<file path="src/rtl/fpu_div_pkg.sv">
// rtl/fpu_div_pkg.sv - shared types, constants and operand unpack helpers for the divider front end
package fpu_div_pkg;

  typedef enum logic [1:0] {
    IDLE = 2'd0,
    NORM = 2'd1,
    HOLD = 2'd2
  } state_t;

  localparam int BIAS_D = 1023;
  localparam int BIAS_S = 127;
  localparam int EXP_W  = 13;

  localparam logic [63:0] QNAN_D = 64'h7FF8_0000_0000_0000;
  localparam logic [31:0] QNAN_S = 32'h7FC0_0000;

  localparam int FLAG_INV = 1;
  localparam int FLAG_DZ  = 0;

  // One operand after field extraction; sig is left-aligned with the hidden bit at [52].
  typedef struct packed {
    logic                    sign;
    logic                    is_nan;
    logic                    is_inf;
    logic                    is_zero;
    logic signed [EXP_W-1:0] exp;
    logic [52:0]             sig;
  } operand_t;

  function automatic operand_t unpack_op(input logic [63:0] x, input logic dbl);
    operand_t    o;
    logic [10:0] e;
    logic [51:0] f;
    logic        e_max;
    logic        e_zero;
    int          bias;
    if (dbl) begin
      o.sign = x[63];
      e      = x[62:52];
      f      = x[51:0];
      e_max  = &x[62:52];
      bias   = BIAS_D;
    end else begin
      o.sign = x[31];
      e      = {3'd0, x[30:23]};
      f      = {x[22:0], 29'd0};
      e_max  = &x[30:23];
      bias   = BIAS_S;
    end
    e_zero    = (e == 11'd0);
    o.is_nan  = e_max && (f != 52'd0);
    o.is_inf  = e_max && (f == 52'd0);
    o.is_zero = e_zero && (f == 52'd0);
    o.sig     = {~e_zero, f};
    // Denormals share the exponent of the smallest normal; the hidden bit is 0.
    o.exp     = EXP_W'(e_zero ? (1 - bias) : (int'(e) - bias));
    return o;
  endfunction

  function automatic logic [63:0] qnan_res(input logic dbl);
    return dbl ? QNAN_D : {32'd0, QNAN_S};
  endfunction

  function automatic logic [63:0] inf_res(input logic dbl, input logic s);
    return dbl ? {s, 11'h7FF, 52'd0} : {32'd0, s, 8'hFF, 23'd0};
  endfunction

  function automatic logic [63:0] zero_res(input logic dbl, input logic s);
    return dbl ? {s, 63'd0} : {32'd0, s, 31'd0};
  endfunction

endpackage

</file>
<file path="src/rtl/div_operand_prep_if.sv">
// rtl/div_operand_prep_if.sv - operand input and prepared-significand output handshake bundle
interface div_operand_prep_if;
  import fpu_div_pkg::*;

  logic             in_valid;
  logic             in_ready;
  logic [63:0]      a;
  logic [63:0]      b;
  logic             db;
  logic             out_valid;
  logic             out_ready;
  logic [52:0]      fa;
  logic [52:0]      fb;
  logic             db_out;
  logic [EXP_W-1:0] eq;
  logic             sq;
  logic             special;
  logic [63:0]      special_res;
  logic [1:0]       flags;

  modport master (
    output in_valid, a, b, db, out_ready,
    input  in_ready, out_valid, fa, fb, db_out, eq, sq, special, special_res, flags
  );

  modport slave (
    input  in_valid, a, b, db, out_ready,
    output in_ready, out_valid, fa, fb, db_out, eq, sq, special, special_res, flags
  );

endinterface

</file>
<file path="src/rtl/lzc_step.sv">
// rtl/lzc_step.sv - 53-bit leading-zero count saturated at SHIFT_STEP
module lzc_step #(
  parameter int SHIFT_STEP = 8,
  localparam int CNT_W = $clog2(SHIFT_STEP + 1)
) (
  input  logic [52:0]      sig_i,
  output logic [CNT_W-1:0] cnt_o
);

  // Walk from the LSB end upward so the final hit is the leading one; clamp at the step.
  always_comb begin
    cnt_o = CNT_W'(SHIFT_STEP);
    for (int i = 52; i >= 0; i--) begin
      if (sig_i[52 - i] && (i < SHIFT_STEP)) begin
        cnt_o = CNT_W'(i);
      end
    end
  end

endmodule

</file>
<file path="src/rtl/div_operand_prep.sv">
// rtl/div_operand_prep.sv - unpack, normalize and special-case resolve operands for the NR divider
module div_operand_prep
  import fpu_div_pkg::*;
#(
  parameter int SHIFT_STEP = 8
) (
  input  logic              clk,
  input  logic              rst,
  div_operand_prep_if.slave bus
);

  localparam int CNT_W = $clog2(SHIFT_STEP + 1);

  state_t                  state_q, state_d;
  logic [52:0]             sig_a_q, sig_a_d;
  logic [52:0]             sig_b_q, sig_b_d;
  logic signed [EXP_W-1:0] ea_q, ea_d;
  logic signed [EXP_W-1:0] eb_q, eb_d;
  logic [EXP_W-1:0]        eq_q, eq_d;
  logic                    sq_q, sq_d;
  logic                    db_q, db_d;
  logic                    special_q, special_d;
  logic [63:0]             res_q, res_d;
  logic [1:0]              flags_q, flags_d;

  operand_t                ua, ub;
  logic                    spec;
  logic [63:0]             spec_res;
  logic [1:0]              spec_flags;
  logic                    q_sign;

  logic [CNT_W-1:0]        sh_a, sh_b;
  logic [52:0]             nsig_a, nsig_b;
  logic signed [EXP_W-1:0] nea, neb;

  lzc_step #(.SHIFT_STEP(SHIFT_STEP)) u_lzc_a (.sig_i(sig_a_q), .cnt_o(sh_a));
  lzc_step #(.SHIFT_STEP(SHIFT_STEP)) u_lzc_b (.sig_i(sig_b_q), .cnt_o(sh_b));

  // Decode the presented operands and resolve the special result by precedence.
  always_comb begin
    ua         = unpack_op(bus.a, bus.db);
    ub         = unpack_op(bus.b, bus.db);
    q_sign     = ua.sign ^ ub.sign;
    spec       = 1'b1;
    spec_res   = 64'd0;
    spec_flags = 2'b00;
    if (ua.is_nan || ub.is_nan) begin
      spec_res = qnan_res(bus.db);
    end else if ((ua.is_zero && ub.is_zero) || (ua.is_inf && ub.is_inf)) begin
      spec_res             = qnan_res(bus.db);
      spec_flags[FLAG_INV] = 1'b1;
    end else if (ub.is_zero && !ua.is_inf) begin
      spec_res            = inf_res(bus.db, q_sign);
      spec_flags[FLAG_DZ] = 1'b1;
    end else if (ua.is_inf) begin
      spec_res = inf_res(bus.db, q_sign);
    end else if (ub.is_inf || ua.is_zero) begin
      spec_res = zero_res(bus.db, q_sign);
    end else begin
      spec = 1'b0;
    end
  end

  // One normalization step; an already normalized operand sees a zero shift.
  always_comb begin
    nsig_a = sig_a_q << sh_a;
    nsig_b = sig_b_q << sh_b;
    nea    = ea_q - EXP_W'(sh_a);
    neb    = eb_q - EXP_W'(sh_b);
  end

  // Next-state and datapath update for IDLE / NORM / HOLD.
  always_comb begin
    state_d   = state_q;
    sig_a_d   = sig_a_q;
    sig_b_d   = sig_b_q;
    ea_d      = ea_q;
    eb_d      = eb_q;
    eq_d      = eq_q;
    sq_d      = sq_q;
    db_d      = db_q;
    special_d = special_q;
    res_d     = res_q;
    flags_d   = flags_q;
    case (state_q)
      IDLE: begin
        if (bus.in_valid) begin
          db_d      = bus.db;
          sq_d      = q_sign;
          special_d = spec;
          res_d     = spec_res;
          flags_d   = spec_flags;
          if (spec) begin
            sig_a_d = 53'd0;
            sig_b_d = 53'd0;
            ea_d    = '0;
            eb_d    = '0;
            eq_d    = '0;
            state_d = HOLD;
          end else begin
            sig_a_d = ua.sig;
            sig_b_d = ub.sig;
            ea_d    = ua.exp;
            eb_d    = ub.exp;
            eq_d    = ua.exp - ub.exp;
            state_d = (ua.sig[52] && ub.sig[52]) ? HOLD : NORM;
          end
        end
      end
      NORM: begin
        sig_a_d = nsig_a;
        sig_b_d = nsig_b;
        ea_d    = nea;
        eb_d    = neb;
        if (nsig_a[52] && nsig_b[52]) begin
          eq_d    = nea - neb;
          state_d = HOLD;
        end
      end
      HOLD: begin
        if (bus.out_ready) begin
          state_d = IDLE;
        end
      end
      default: state_d = IDLE;
    endcase
  end

  // State and datapath registers; reset clears every registered output.
  always_ff @(posedge clk or posedge rst) begin
    if (rst) begin
      state_q   <= IDLE;
      sig_a_q   <= '0;
      sig_b_q   <= '0;
      ea_q      <= '0;
      eb_q      <= '0;
      eq_q      <= '0;
      sq_q      <= 1'b0;
      db_q      <= 1'b0;
      special_q <= 1'b0;
      res_q     <= '0;
      flags_q   <= '0;
    end else begin
      state_q   <= state_d;
      sig_a_q   <= sig_a_d;
      sig_b_q   <= sig_b_d;
      ea_q      <= ea_d;
      eb_q      <= eb_d;
      eq_q      <= eq_d;
      sq_q      <= sq_d;
      db_q      <= db_d;
      special_q <= special_d;
      res_q     <= res_d;
      flags_q   <= flags_d;
    end
  end

  assign bus.in_ready    = (state_q == IDLE);
  assign bus.out_valid   = (state_q == HOLD);
  assign bus.fa          = sig_a_q;
  assign bus.fb          = sig_b_q;
  assign bus.db_out      = db_q;
  assign bus.eq          = eq_q;
  assign bus.sq          = sq_q;
  assign bus.special     = special_q;
  assign bus.special_res = res_q;
  assign bus.flags       = flags_q;

endmodule

</file>
<file path="src/flat_wrapper.sv">
// flat-port wrapper written by rule: the top's interface ports become plain ports
module div_operand_prep_flat import fpu_div_pkg::*;
#(
  parameter int SHIFT_STEP = 8
)
  (clk, rst, bus_in_valid, bus_a, bus_b, bus_db, bus_out_ready, bus_in_ready, bus_out_valid, bus_fa, bus_fb, bus_db_out, bus_eq, bus_sq, bus_special, bus_special_res, bus_flags);
  div_operand_prep_if bus_i ();
  input  logic clk;
  input  logic rst;
  input wire logic [$bits(bus_i.in_valid)-1:0] bus_in_valid;
  input wire logic [$bits(bus_i.a)-1:0] bus_a;
  input wire logic [$bits(bus_i.b)-1:0] bus_b;
  input wire logic [$bits(bus_i.db)-1:0] bus_db;
  input wire logic [$bits(bus_i.out_ready)-1:0] bus_out_ready;
  output wire logic [$bits(bus_i.in_ready)-1:0] bus_in_ready;
  output wire logic [$bits(bus_i.out_valid)-1:0] bus_out_valid;
  output wire logic [$bits(bus_i.fa)-1:0] bus_fa;
  output wire logic [$bits(bus_i.fb)-1:0] bus_fb;
  output wire logic [$bits(bus_i.db_out)-1:0] bus_db_out;
  output wire logic [$bits(bus_i.eq)-1:0] bus_eq;
  output wire logic [$bits(bus_i.sq)-1:0] bus_sq;
  output wire logic [$bits(bus_i.special)-1:0] bus_special;
  output wire logic [$bits(bus_i.special_res)-1:0] bus_special_res;
  output wire logic [$bits(bus_i.flags)-1:0] bus_flags;
  assign bus_i.in_valid = bus_in_valid;
  assign bus_i.a = bus_a;
  assign bus_i.b = bus_b;
  assign bus_i.db = bus_db;
  assign bus_i.out_ready = bus_out_ready;
  assign bus_in_ready = bus_i.in_ready;
  assign bus_out_valid = bus_i.out_valid;
  assign bus_fa = bus_i.fa;
  assign bus_fb = bus_i.fb;
  assign bus_db_out = bus_i.db_out;
  assign bus_eq = bus_i.eq;
  assign bus_sq = bus_i.sq;
  assign bus_special = bus_i.special;
  assign bus_special_res = bus_i.special_res;
  assign bus_flags = bus_i.flags;
  div_operand_prep #(.SHIFT_STEP(SHIFT_STEP)) u_core (.clk(clk), .rst(rst), .bus(bus_i));
endmodule
</file>
<file path="config.mk">
export PLATFORM = sky130hd
export DESIGN_NAME = div_operand_prep_flat
export DESIGN_NICKNAME = d
export VERILOG_FILES = /design/src/rtl/fpu_div_pkg.sv /design/src/rtl/div_operand_prep_if.sv /design/src/rtl/lzc_step.sv /design/src/rtl/div_operand_prep.sv /design/src/flat_wrapper.sv
export SDC_FILE = /design/constraint.sdc
export NUM_CORES = 1
export LEC_CHECK = 0
export BUFFER_PORTS_ARGS = -buffer_cell sky130_fd_sc_hd__buf_2
export CAP_MARGIN = 10
export CORE_UTILIZATION = 48
export CTS_BUF_LIST = sky130_fd_sc_hd__clkbuf_8
export DETAILED_ROUTE_END_ITERATION = 10
export PLACE_DENSITY = 0.71
export SKIP_CTS_REPAIR_TIMING = 1
export SYNTH_ARGS = -nofsm -noshare
export SYNTH_HDL_FRONTEND = slang
export SYNTH_SLANG_ARGS = --single-unit
</file>
<file path="constraint.sdc">
create_clock -name clk -period 7.3 [get_ports clk]
set_clock_uncertainty 0.1 [all_clocks]
set_input_delay 0 -clock clk [delete_from_list [all_inputs] [get_ports clk]]
set_output_delay 0 -clock clk [all_outputs]
set_load 0.01 [all_outputs]
</file>
# Word level (Yosys, flattened, before mapping)
# Cells that the tools add are included.
# op_classes
n_reduce_logical	31
eq_ne	5
n_mux	66
addsub	7
shifts	2
n_lt_le_gt_ge	0
div_mod_pow	0
n_bitwise	3
multipliers	0
# ops
operator	count
64-bit two-way mux	7
53-bit two-way mux	4
53-bit one-hot mux with 2 select lines	2
13-bit two-way mux	9
53-bit by 4-bit left shift with 53-bit output	2
52-bit zero test	2
52-bit two-way mux	2
52-bit nonzero test	2
13-bit one-hot mux with 2 select lines	3
4-bit two-way mux	16
63-bit two-way mux	1
13-bit subtractor	2
13-bit by 4-bit subtractor with 13-bit output	2
11-bit by 10-bit subtractor with 12-bit output	2
11-bit zero test	2
11-bit two-way mux	2
11-bit AND reduction	2
8-bit AND reduction	2
1-bit two-way mux	12
2-bit two-way mux	6
1-bit logical AND	11
1-bit by 10-bit subtractor with 11-bit output, first input constant	1
10-bit two-way mux	1
2-bit one-hot mux with 3 select lines	1
12 further kinds	18
# word_totals
out_inout_bits	190
elab_cells	125
inputBits	133
register_bits	216
latchBits	0
rom_bits	0
mem_bits_rw	0
memories	0

# Longest topological paths before layout
# Gate-level depths: netlist of run 1.
# depth
word_depth	12
depth_mapped	22
depth_no_buf	19

# By module
# Synthesis of run 1 repeated with hierarchy kept, for this count alone.
# unflattened
hier_cells	1779
hier_area_um2	15449.8
# modules_own_cells
mod	area_per_inst_um2	cells_each	n_inst
div_operand_prep	15277.2	1751	1
lzc_step	86.3	14	2

# Worst setup path after synthesis of run 1
# OpenSTA, ideal clock, no wires.
# synth_path
kind	register -> register
from	reg u_core.sig_a_q[47], in the netlist u_core.bus.fa[47]
to	reg u_core.eq_q[12], in the netlist u_core.bus.eq[12]
arrival_ns	5.169
period_less_slack_ns	5.398
stages_incl_launch_ff	23
setup_slack_ns	1.902
cell_sequence	dfrtp_1 > clkbuf_1 > a21oi_1 > o41a_1 > clkbuf_1 > inv_2 > clkbuf_1 > clkbuf_1 > ha_1 > nor2b_1 > o31a_2 > or2_2 > nor4_1 > xor2_1 > ha_1 > or3_1 > or2_2 > o21ba_2 > nor3_1 > nor4_1 > a2111oi_4 > o211a_1 > nor3_2
# synth_between
elab_chain_cells	10
# synth_rtl
item	line	rtl
start, declared	div_operand_prep.sv:15	logic [52:0] sig_a_q, sig_a_d;
start signal, assigned	div_operand_prep.sv:145	sig_a_q <= sig_a_d;
4-bit two-way mux (6 in series)	lzc_step.sv:14	if (sig_i[52 - i] && (i < SHIFT_STEP)) begin
13-bit by 4-bit subtractor with 13-bit output or 53-bit by 4-bit left shift with 53-bit output (tied branches)	div_operand_prep.sv:68, div_operand_prep.sv:66	
13-bit subtractor or 1-bit logical AND (tied branches)	div_operand_prep.sv:116, div_operand_prep.sv:115	
13-bit two-way mux or 2-bit by 1-bit inequality test with 1-bit output (tied branches)	n/a	
13-bit one-hot mux with 2 select lines or 3-bit AND reduction (tied branches)	n/a	
end signal, assigned	div_operand_prep.sv:149	eq_q <= eq_d;
end, declared	div_operand_prep.sv:19	logic [EXP_W-1:0] eq_q, eq_d;
# Parallel ways exist; a longest one is shown, timed or not. The select of a mux whose other input is x is not followed.
# A chain may end at the register's enable or synchronous reset.

# Final worst setup path of run 1
# layout_path
from	reg u_core.sig_b_q[52], in the netlist u_core.bus.fb[52]
to	reg u_core.eq_q[12], in the netlist u_core.bus.eq[12]
# layout_between
elab_chain_cells	5
# layout_rtl
item	line	rtl
start, declared	div_operand_prep.sv:16	logic [52:0] sig_b_q, sig_b_d;
start signal, assigned	div_operand_prep.sv:146	sig_b_q <= sig_b_d;
4-bit two-way mux	lzc_step.sv:14	
13-bit by 4-bit subtractor with 13-bit output or 53-bit by 4-bit left shift with 53-bit output (tied branches)	div_operand_prep.sv:69, div_operand_prep.sv:67	
13-bit subtractor or 1-bit logical AND (tied branches)	div_operand_prep.sv:116, div_operand_prep.sv:115	
13-bit two-way mux or 2-bit by 1-bit inequality test with 1-bit output (tied branches)	n/a	
13-bit one-hot mux with 2 select lines or 3-bit AND reduction (tied branches)	n/a	
# Parallel ways exist; a longest one is shown, timed or not. The select of a mux whose other input is x is not followed.

==> impl_results.rst, run 1 <==
.. list-table::
   :header-rows: 1

   * - Metric
     - Value
   * - Outcome
     - finished clean
   * - Count of pins over their slew limit
     - 0
   * - DR DRC count
     - 0
   * - Setup Viol. Count Final
     - 0
   * - Layout Utilization
     - 0.5768
   * - Row count
     - 65
   * - Post-route ant nets
     - 0
   * - Depth of the most critical reg-to-reg path
     - 20
   * - Top library cells by usage in the layout, fill and taps aside
     - sky130_fd_sc_hd__buf_2 (280), sky130_fd_sc_hd__nand2_1 (242), sky130_fd_sc_hd__nand3_1 (238)
   * - Part of the cycle the worst path needs
     - 0.7827
   * - Fmax
     - 175.0 MHz
   * - Critical path peak fanout
     - 26
   * - Full die area
     - 0.03313 sq mm
   * - Flip-flop and latch count after synthesis
     - 158
   * - Effective utilization at floorplan
     - 0.4904
   * - Commonest non-fill, non-tap cell in the layout
     - sky130_fd_sc_hd__buf_2
   * - Number of sinks driven by the clock tree
     - 158
   * - Launching element of the worst setup path
     - u_core.bus.fb[52]
   * - Grt total ovfl
     - 0
   * - CTS tree
     - done
   * - Post-DR vias/cell
     - 6.749
   * - Type of the worst setup path
     - reg2reg
   * - Placer congestion estimate
     - 1.023
   * - Crit Reg-Reg Startpoint
     - u_core.bus.fb[52]
   * - Number of hold violations in the final report
     - 0
   * - Worst hold path type
     - in2reg
   * - Mapped cell area
     - 0.01555 sq mm
   * - Share of the yosys chip area belonging to registers
     - 0.2542
   * - Number of I/O port buffers
     - 281
   * - Minimum clock period after layout
     - 5713 ps
   * - Max-capacitance violation count
     - 0
   * - Wire length of the first global-routing pass
     - 96.30 mm
   * - Launching element type of the critical path
     - flip-flop
   * - Crit. End Element
     - flip-flop
   * - Nets
     - 2474
   * - Area used by multi-input combinational logic
     - 0.01066 sq mm
   * - Sequential share of power
     - 0.231
   * - Final Routed Wirelength
     - 65.88 mm
   * - Fill count
     - 2950
   * - Post-DP HPWL
     - 46.22 mm
   * - Via count
     - 18310
   * - Count of warnings emitted by yosys
     - 0
   * - Post-route setup TNS
     - 0 ps
   * - Arrival @ worst endpoint
     - 6000 ps
   * - Clk pwr share
     - 0.093
   * - Leakage power figure
     - 8.187 nW
   * - Power per cell area
     - 436.0 mW/mm^2
   * - Clock tree buffer depth
     - 2
   * - Setup slack, reg-to-reg
     - 1590 ps
   * - Per-instance average area after synthesis
     - 7.609 sq um
   * - Unique cell type count in the Yosys netlist
     - 85
   * - Number of buffers inserted during clock tree synthesis
     - 17
   * - Switching part of the total power
     - 0.5373
   * - RSZ-0062 raised after global routing
     - no
   * - Logic pwr share
     - 0.676
   * - Layout overhead on the synthesized area
     - 17.62%
   * - Core box area
     - 0.03172 sq mm
   * - Number of primary I/O pins
     - 323
   * - Peak ir drop on the vdd network
     - 0.2822 mV
   * - Max transition margin
     - 0.2234
   * - Worst-skew pair later-pin latency
     - 500 ps
   * - Critical path required time
     - 7590 ps
   * - H-tree levels
     - 4
   * - Vert. Die Dim
     - 182.0 um
   * - Internal Power
     - 3.691 mW
   * - CTS Root Cell
     - sky130_fd_sc_hd__clkbuf_8
   * - Via count of the first global-routing pass
     - 16040
   * - Clock transition time at the flip-flop clock pins of the worst setup and hold paths
     - 90 ps
   * - Floorplan die width
     - 182.0 um
   * - Overall global routing resource usage
     - 0.3769
   * - Antenna violations before repair
     - 1
   * - Capturing point of the worst reg2reg path
     - u_core.bus.eq[12]
   * - Worst Max-Slew Pin Slew
     - 1165 ps
   * - First-pass iteration count of the detailed router
     - 6
   * - Share of cells above drive strength 1
     - 0.1727
   * - Number of antenna cells inserted
     - 0
   * - Async set-reset flop share out of synthesis
     - 1.000
   * - Initial DRC Count
     - 2364
   * - Pin count of the biggest net entering global routing
     - 120
   * - Switching Power
     - 4.285 mW
   * - Synthesized netlist cell count
     - 2044
   * - Worst Setup EP
     - u_core.bus.eq[12]
   * - WL per Instance
     - 24.28 um
   * - Most used flip-flop cell after synthesis
     - sky130_fd_sc_hd__dfrtp_1
   * - Number of flops mapped to enable cells by yosys
     - 0
   * - Register Area
     - 0.003954 sq mm
[power by group through the flow]
| stage | Sequential (mW) | Combinational [mW] | Clock (mW) |
|---|---|---|---|
| 2_1_floorplan | 1.74 | 3.70 | 0 |
| 3_3_place_gp | 1.82 | 5.12 | 0 |
| 3_5_place_dp | 1.83 | 5.17 | 0 |
| 4_1_cts | 1.82 | 5.21 | 0.749 |
| 5_1_grt | 1.88 | 5.85 | 0.793 |
| 6_report | 1.84 | 5.39 | 0.744 |
[Yosys cell counts, types with 5 or more instances]
library cell                number  share of area
sky130_fd_sc_hd__xnor2_1        27          0.015
sky130_fd_sc_hd__ha_1           37          0.030
sky130_fd_sc_hd__a21oi_1       123          0.040
sky130_fd_sc_hd__o22a_1         38          0.021
sky130_fd_sc_hd__mux2i_1       144          0.093
sky130_fd_sc_hd__clkbuf_1      123          0.030
sky130_fd_sc_hd__nor2b_1         7         0.0028
sky130_fd_sc_hd__or3_1          15         0.0060
sky130_fd_sc_hd__dfrtp_1       158           0.25
sky130_fd_sc_hd__nand2_1       242          0.058
sky130_fd_sc_hd__and3_1         48          0.019
sky130_fd_sc_hd__a311oi_1       39          0.022
sky130_fd_sc_hd__a21o_1          8         0.0039
sky130_fd_sc_hd__nor4_1         31          0.012
sky130_fd_sc_hd__nand4_1        14         0.0056
sky130_fd_sc_hd__nand3_1       238          0.077
sky130_fd_sc_hd__a32oi_1        10         0.0056
sky130_fd_sc_hd__nand2b_1       13         0.0052
sky130_fd_sc_hd__a221o_1        36          0.023
sky130_fd_sc_hd__mux2_2         12         0.0087
sky130_fd_sc_hd__buf_4          60          0.029
sky130_fd_sc_hd__o41ai_1         5         0.0028
sky130_fd_sc_hd__o31ai_1         7         0.0034
sky130_fd_sc_hd__nor2_1        143          0.035
sky130_fd_sc_hd__or2_2           9         0.0036
sky130_fd_sc_hd__a211oi_1       11         0.0053
sky130_fd_sc_hd__o22ai_1         5         0.0020
sky130_fd_sc_hd__buf_2          15         0.0048
sky130_fd_sc_hd__xor2_1         22          0.012
sky130_fd_sc_hd__nor3_1         34          0.011
sky130_fd_sc_hd__buf_1          15         0.0036
sky130_fd_sc_hd__a2bb2oi_1       7         0.0039
sky130_fd_sc_hd__o21a_1         11         0.0053
sky130_fd_sc_hd__inv_1          25         0.0060
sky130_fd_sc_hd__o211ai_1       12         0.0058
sky130_fd_sc_hd__a31oi_1        55          0.022
sky130_fd_sc_hd__o21ai_0       141          0.045
[stage by stage]
step / power [mW] / setup WS [ps] / cell area (sq um) / hold WS [ps] / cells
after global routing: 8.525 / 1239 / 18290 / 10.95 / 2713
after CTS: 7.773 / 1657 / 17250 / -354.9 / 2609
after floorplan: 5.443 / 1902 / 15700 / 47.57 / 2084
final: 7.976 / 1587 / 18290 / 19.86 / 2713
after global placement: 6.944 / 1810 / 16840 / 167.8 / 2579
after detailed placement: 6.999 / 1686 / 16840 / 176.9 / 2579
[worst min path at each step]
stage | to | from | cells past startpoint | slack, ps
after floorplan | u_core.bus.fb[4] | bus_b[4] | 2 | 50
after global placement | u_core.bus.fb[20] | rst | 2 | 170
after detailed placement | u_core.bus.fb[17] | rst | 2 | 180
after CTS | u_core.bus.fb[44] | rst | 2 | -350
after global routing | u_core.bus.fb[48] | bus_b[48] | 5 | 10
final | u_core.bus.fb[48] | bus_b[48] | 5 | 20
[kinds of logic after synthesis]
| kind of cell | Yosys count | share of synthesized area |
|---|---|---|
| flops | 158 | 0.2542 |
| other cells | 1 | 0.0002411 |
| buf+inv | 241 | 0.07449 |
| compound gates | 570 | 0.2495 |
| xor+xnor | 50 | 0.02864 |
| mux | 158 | 0.1043 |
| fa+ha+maj | 41 | 0.03491 |
| simple gates | 825 | 0.2537 |
[registers in the layout, indices dropped and copies added (netlist names), 2 cells and up]
register                count
u_core.bus.eq              13
u_core.eb_q                13
u_core.bus.flags            2
u_core.bus.special_res      6
u_core.ea_q                13
u_core.state_q              2
u_core.bus.fa              53
u_core.bus.fb              53
[per-layer routing]
metal,GRT usage,vias up,share of wire
li1,-,8071,-
met1,0.5102,8593,0.40
met2,0.5709,1372,0.44
met3,0.07441,272,0.11
met4,0.1889,2,0.058
met5,0,-,0.00014
[final cells by class]
cell class                 instances  share of cell area
inverter                          27            0.005814
timing repair buffer             411              0.1453
sequential                       158              0.2161
multi-input combinational       1685              0.5825
clock buffer                      18             0.01354
tap                              402             0.02749
clock inverter                    12            0.009233
[worst max-delay path, stage by stage (launching register included)]
cell,delay (ps)
sky130_fd_sc_hd__dfrtp_1,470
sky130_fd_sc_hd__inv_1,140
sky130_fd_sc_hd__nand2_1,490
sky130_fd_sc_hd__nor3_2,270
sky130_fd_sc_hd__buf_4,310
sky130_fd_sc_hd__nand2_1,250
sky130_fd_sc_hd__ha_1,390
sky130_fd_sc_hd__o21ai_0,180
sky130_fd_sc_hd__a21oi_1,90
sky130_fd_sc_hd__or2_2,310
sky130_fd_sc_hd__nor4_1,240
sky130_fd_sc_hd__xnor2_1,150
sky130_fd_sc_hd__ha_1,250
sky130_fd_sc_hd__or3_1,460
sky130_fd_sc_hd__or2_2,300
sky130_fd_sc_hd__o21ba_2,220
sky130_fd_sc_hd__nor3_1,240
sky130_fd_sc_hd__nor4_1,110
sky130_fd_sc_hd__a2111oi_4,360
sky130_fd_sc_hd__o211a_1,220
sky130_fd_sc_hd__nor3_2,40
No activity file was read; power rests on OpenSTA's default activity.
==> run 2: changes to the inputs <==
- ABC_AREA: default -> 1
- PLACE_DENSITY: 0.71 -> 0.73
- clock period: 7.3 -> 4.8 ns (I/O delays scaled with it)
==> impl_results.rst, run 2 <==
.. list-table::
   :header-rows: 1

   * - Metric
     - Value
   * - Number of flops mapped to enable cells by yosys
     - 0
   * - Part of the cycle the worst path needs
     - 0.9315
   * - Worst setup slack after layout
     - 328.6 ps
   * - Grt total ovfl
     - 0
   * - Post-route setup TNS
     - 0 ps
   * - Peak ir drop on the vdd network
     - 0.3573 mV
   * - Post-DR vias/cell
     - 5.844
   * - Share of cells above drive strength 1
     - 0.1174
   * - Depth of the most critical reg-to-reg path
     - 24
   * - Setup Viol. Count Final
     - 0
   * - DR DRC count
     - 0
   * - Count of pins over their slew limit
     - 0
   * - Worst hold path type
     - in2reg
   * - Critical path required time
     - 5100 ps
   * - Synthesized netlist cell count
     - 2974
   * - Critical path peak fanout
     - 57
   * - Final Instance Area
     - 0.01939 sq mm
   * - Full die area
     - 0.03594 sq mm
   * - WL per Instance
     - 19.61 um
   * - Nets
     - 3382
   * - RSZ-0062 raised after global routing
     - no
   * - Most used flip-flop cell after synthesis
     - sky130_fd_sc_hd__dfrtp_1
   * - Layout overhead on the synthesized area
     - 14.80%
   * - Per-instance average area after synthesis
     - 5.679 sq um
   * - Number of I/O port buffers
     - 281
   * - Post-route ant nets
     - 0
   * - Pin count of the biggest net entering global routing
     - 110
   * - Row count
     - 68
   * - Max transition margin
     - 0.4545
   * - Antenna violations before repair
     - 1
   * - Minimum setup slack after placement
     - 730.1 ps
   * - Max-capacitance violation count
     - 0
   * - Overall global routing resource usage
     - 0.3895
   * - Placer congestion estimate
     - 1.044
   * - CTS Root Cell
     - sky130_fd_sc_hd__clkbuf_8
   * - Worst-skew pair later-pin latency
     - 510 ps
   * - Via count
     - 21490
   * - Crit. End Element
     - flip-flop
   * - Arrival @ worst endpoint
     - 4770 ps
   * - Number of hold violations in the final report
     - 11
   * - Final Routed Wirelength
     - 72.11 mm
   * - Failing checks
     - negative hold slack
   * - Number of primary I/O pins
     - 323
   * - Share of the yosys chip area belonging to registers
     - 0.2341
   * - Clock transition time at the flip-flop clock pins of the worst setup and hold paths
     - 90 ps
   * - Fmax
     - 223.6 MHz
   * - Top library cells by usage in the layout, fill and taps aside
     - sky130_fd_sc_hd__nand2_1 (999), sky130_fd_sc_hd__nand3_1 (671), sky130_fd_sc_hd__buf_2 (280)
   * - Core box area
     - 0.03454 sq mm
   * - Top post-synthesis cells by count
     - sky130_fd_sc_hd__nand2_1 (1001), sky130_fd_sc_hd__nand3_1 (671), sky130_fd_sc_hd__inv_1 (266)
   * - Clock tree buffer depth
     - 2
   * - Vert. Die Dim
     - 189.6 um
   * - Worst hold stages
     - 7
   * - Initial DRC Count
     - 2487
   * - Count of warnings emitted by yosys
     - 0
   * - Via count of the first global-routing pass
     - 19130
   * - Cell area after placement
     - 0.01823 sq mm
   * - Unique cell type count in the Yosys netlist
     - 41
   * - Worst hold slack
     - -84.99 ps
   * - Leakage power figure
     - 10.79 nW
   * - First-pass iteration count of the detailed router
     - 6
   * - Number of buffers inserted during clock tree synthesis
     - 17
   * - Cell type with the largest total area after synthesis
     - sky130_fd_sc_hd__dfrtp_1
   * - Cell types occupying the most area after synthesis
     - sky130_fd_sc_hd__dfrtp_1 (23%), sky130_fd_sc_hd__nand2_1 (22%), sky130_fd_sc_hd__nand3_1 (20%), sky130_fd_sc_hd__inv_1 (5.9%), sky130_fd_sc_hd__o21ai_0 (4.9%)
   * - H-tree levels
     - 4
   * - CTS tree
     - done
   * - Cell with the most instances after synthesis
     - sky130_fd_sc_hd__nand2_1
   * - Async set-reset flop share out of synthesis
     - 1.000
   * - Wire length of the first global-routing pass
     - 108.7 mm
   * - Type of the worst setup path
     - in2reg
   * - Minimum clock period after layout
     - 4471 ps
   * - Mapped cell area
     - 0.01689 sq mm
   * - Power per cell area
     - 619.6 mW/mm^2
   * - Floorplan die width
     - 189.6 um
   * - Effective utilization at floorplan
     - 0.4889
   * - Post-DP HPWL
     - 53.50 mm
   * - Commonest non-fill, non-tap cell in the layout
     - sky130_fd_sc_hd__nand2_1
   * - Flip-flop and latch count after synthesis
     - 158
   * - Yosys top cell area share
     - 0.2341
   * - Number of sinks driven by the clock tree
     - 158
   * - Outcome
     - complete, but fails checks
   * - Worst Max-Slew Pin Slew
     - 818.3 ps
   * - Launching element type of the critical path
     - input port
## run 2: cell types whose count changed after synthesis, moves of 54 or more
cell,previous run,this run
sky130_fd_sc_hd__nor2_1,143,215
sky130_fd_sc_hd__nand3_1,238,671
sky130_fd_sc_hd__nand2_1,242,1001
sky130_fd_sc_hd__mux2i_1,144,0
sky130_fd_sc_hd__a31oi_1,55,1
sky130_fd_sc_hd__inv_1,25,266
sky130_fd_sc_hd__a21oi_1,123,37
## run 2: cell families after synthesis
| group | Yosys count | share of synthesized area |
|---|---|---|
| AO/OA/AOI/OAI | 285 | 0.09209 |
| XOR/XNOR | 34 | 0.01763 |
| adder cells (fa/ha/maj) | 41 | 0.03215 |
| buffers and inverters | 497 | 0.1286 |
| flip-flops | 158 | 0.2341 |
| other | 1 | 0.0002220 |
| AND/OR/NAND/NOR | 1958 | 0.4952 |
## run 2: report_power, final
group          switching, mW  internal (mW)
clock                  0.625          0.417
sequential             0.571           1.91
combinational           5.78           2.70
total                   6.98           5.03
## run 2: final cells by class
| cell class | instances | area [sq um] |
|---|---|---|
| Fill cell | 3615 | 15150 |
| Multi-Input combinational cell | 2359 | 10950 |
| Sequential cell | 158 | 3954 |
| Clock buffer | 17 | 234.0 |
| Antenna cell | 2 | 5.005 |
| Clock inverter | 15 | 138.9 |
| Tap cell | 455 | 569.3 |
| Inverter | 275 | 1037 |
| Timing Repair Buffer | 397 | 2500 |
## run 2: critical path, cell delays in order
cell	delay, ps
sky130_fd_sc_hd__dlygate4sd3_1	580
sky130_fd_sc_hd__buf_4	380
sky130_fd_sc_hd__inv_2	230
sky130_fd_sc_hd__buf_4	310
sky130_fd_sc_hd__nand2_1	120
sky130_fd_sc_hd__nand2_1	120
sky130_fd_sc_hd__nor2_1	150
sky130_fd_sc_hd__nand2_1	70
sky130_fd_sc_hd__nor2_1	190
sky130_fd_sc_hd__nand3_1	250
sky130_fd_sc_hd__o21ai_1	350
sky130_fd_sc_hd__nand3_1	180
sky130_fd_sc_hd__nor2_4	140
sky130_fd_sc_hd__buf_4	620
sky130_fd_sc_hd__o211ai_1	280
sky130_fd_sc_hd__nand4_1	140
sky130_fd_sc_hd__nand2_1	50
sky130_fd_sc_hd__dlygate4sd3_1	540
## run 2: metrics by stage
stage / total power, mW / cells / utilization
finish: 12.01 / 3678 / 0.5613
global route: 13.11 / 3676 / 0.5611
global placement: 10.58 / 3566 / 0.5277
floorplan: 8.318 / 3014 / -
detailed placement: 10.67 / 3566 / 0.5277
CTS: 11.75 / 3598 / 0.5385
## run 2: routing by layer
layer / global-route usage / routed length [um] / share of wire / vias to the layer above
li1: - / - / - / 10040
met5: 0 / 0 / 0 / -
met4: 0.1659 / 3415 / 0.047 / 0
met1: 0.5187 / 28950 / 0.40 / 9895
met3: 0.08190 / 7856 / 0.11 / 230
met2: 0.6089 / 31890 / 0.44 / 1325
## run 2: worst paths after layout
path | from | end | slack (ps)
max | bus_db | u_core.state_q[1] | 330
min | bus_a[34] | u_core.bus.fa[34] | -80
max reg2reg | u_core.bus.fa[45] | u_core.bus.eq[10] | 620
min reg2reg | u_core.bus.flags[1] | u_core.bus.flags[1] | 390
max in group asynchronous | rst | u_core.bus.fb[47] | 3360
min in group asynchronous | rst | u_core.bus.fa[14] | 110
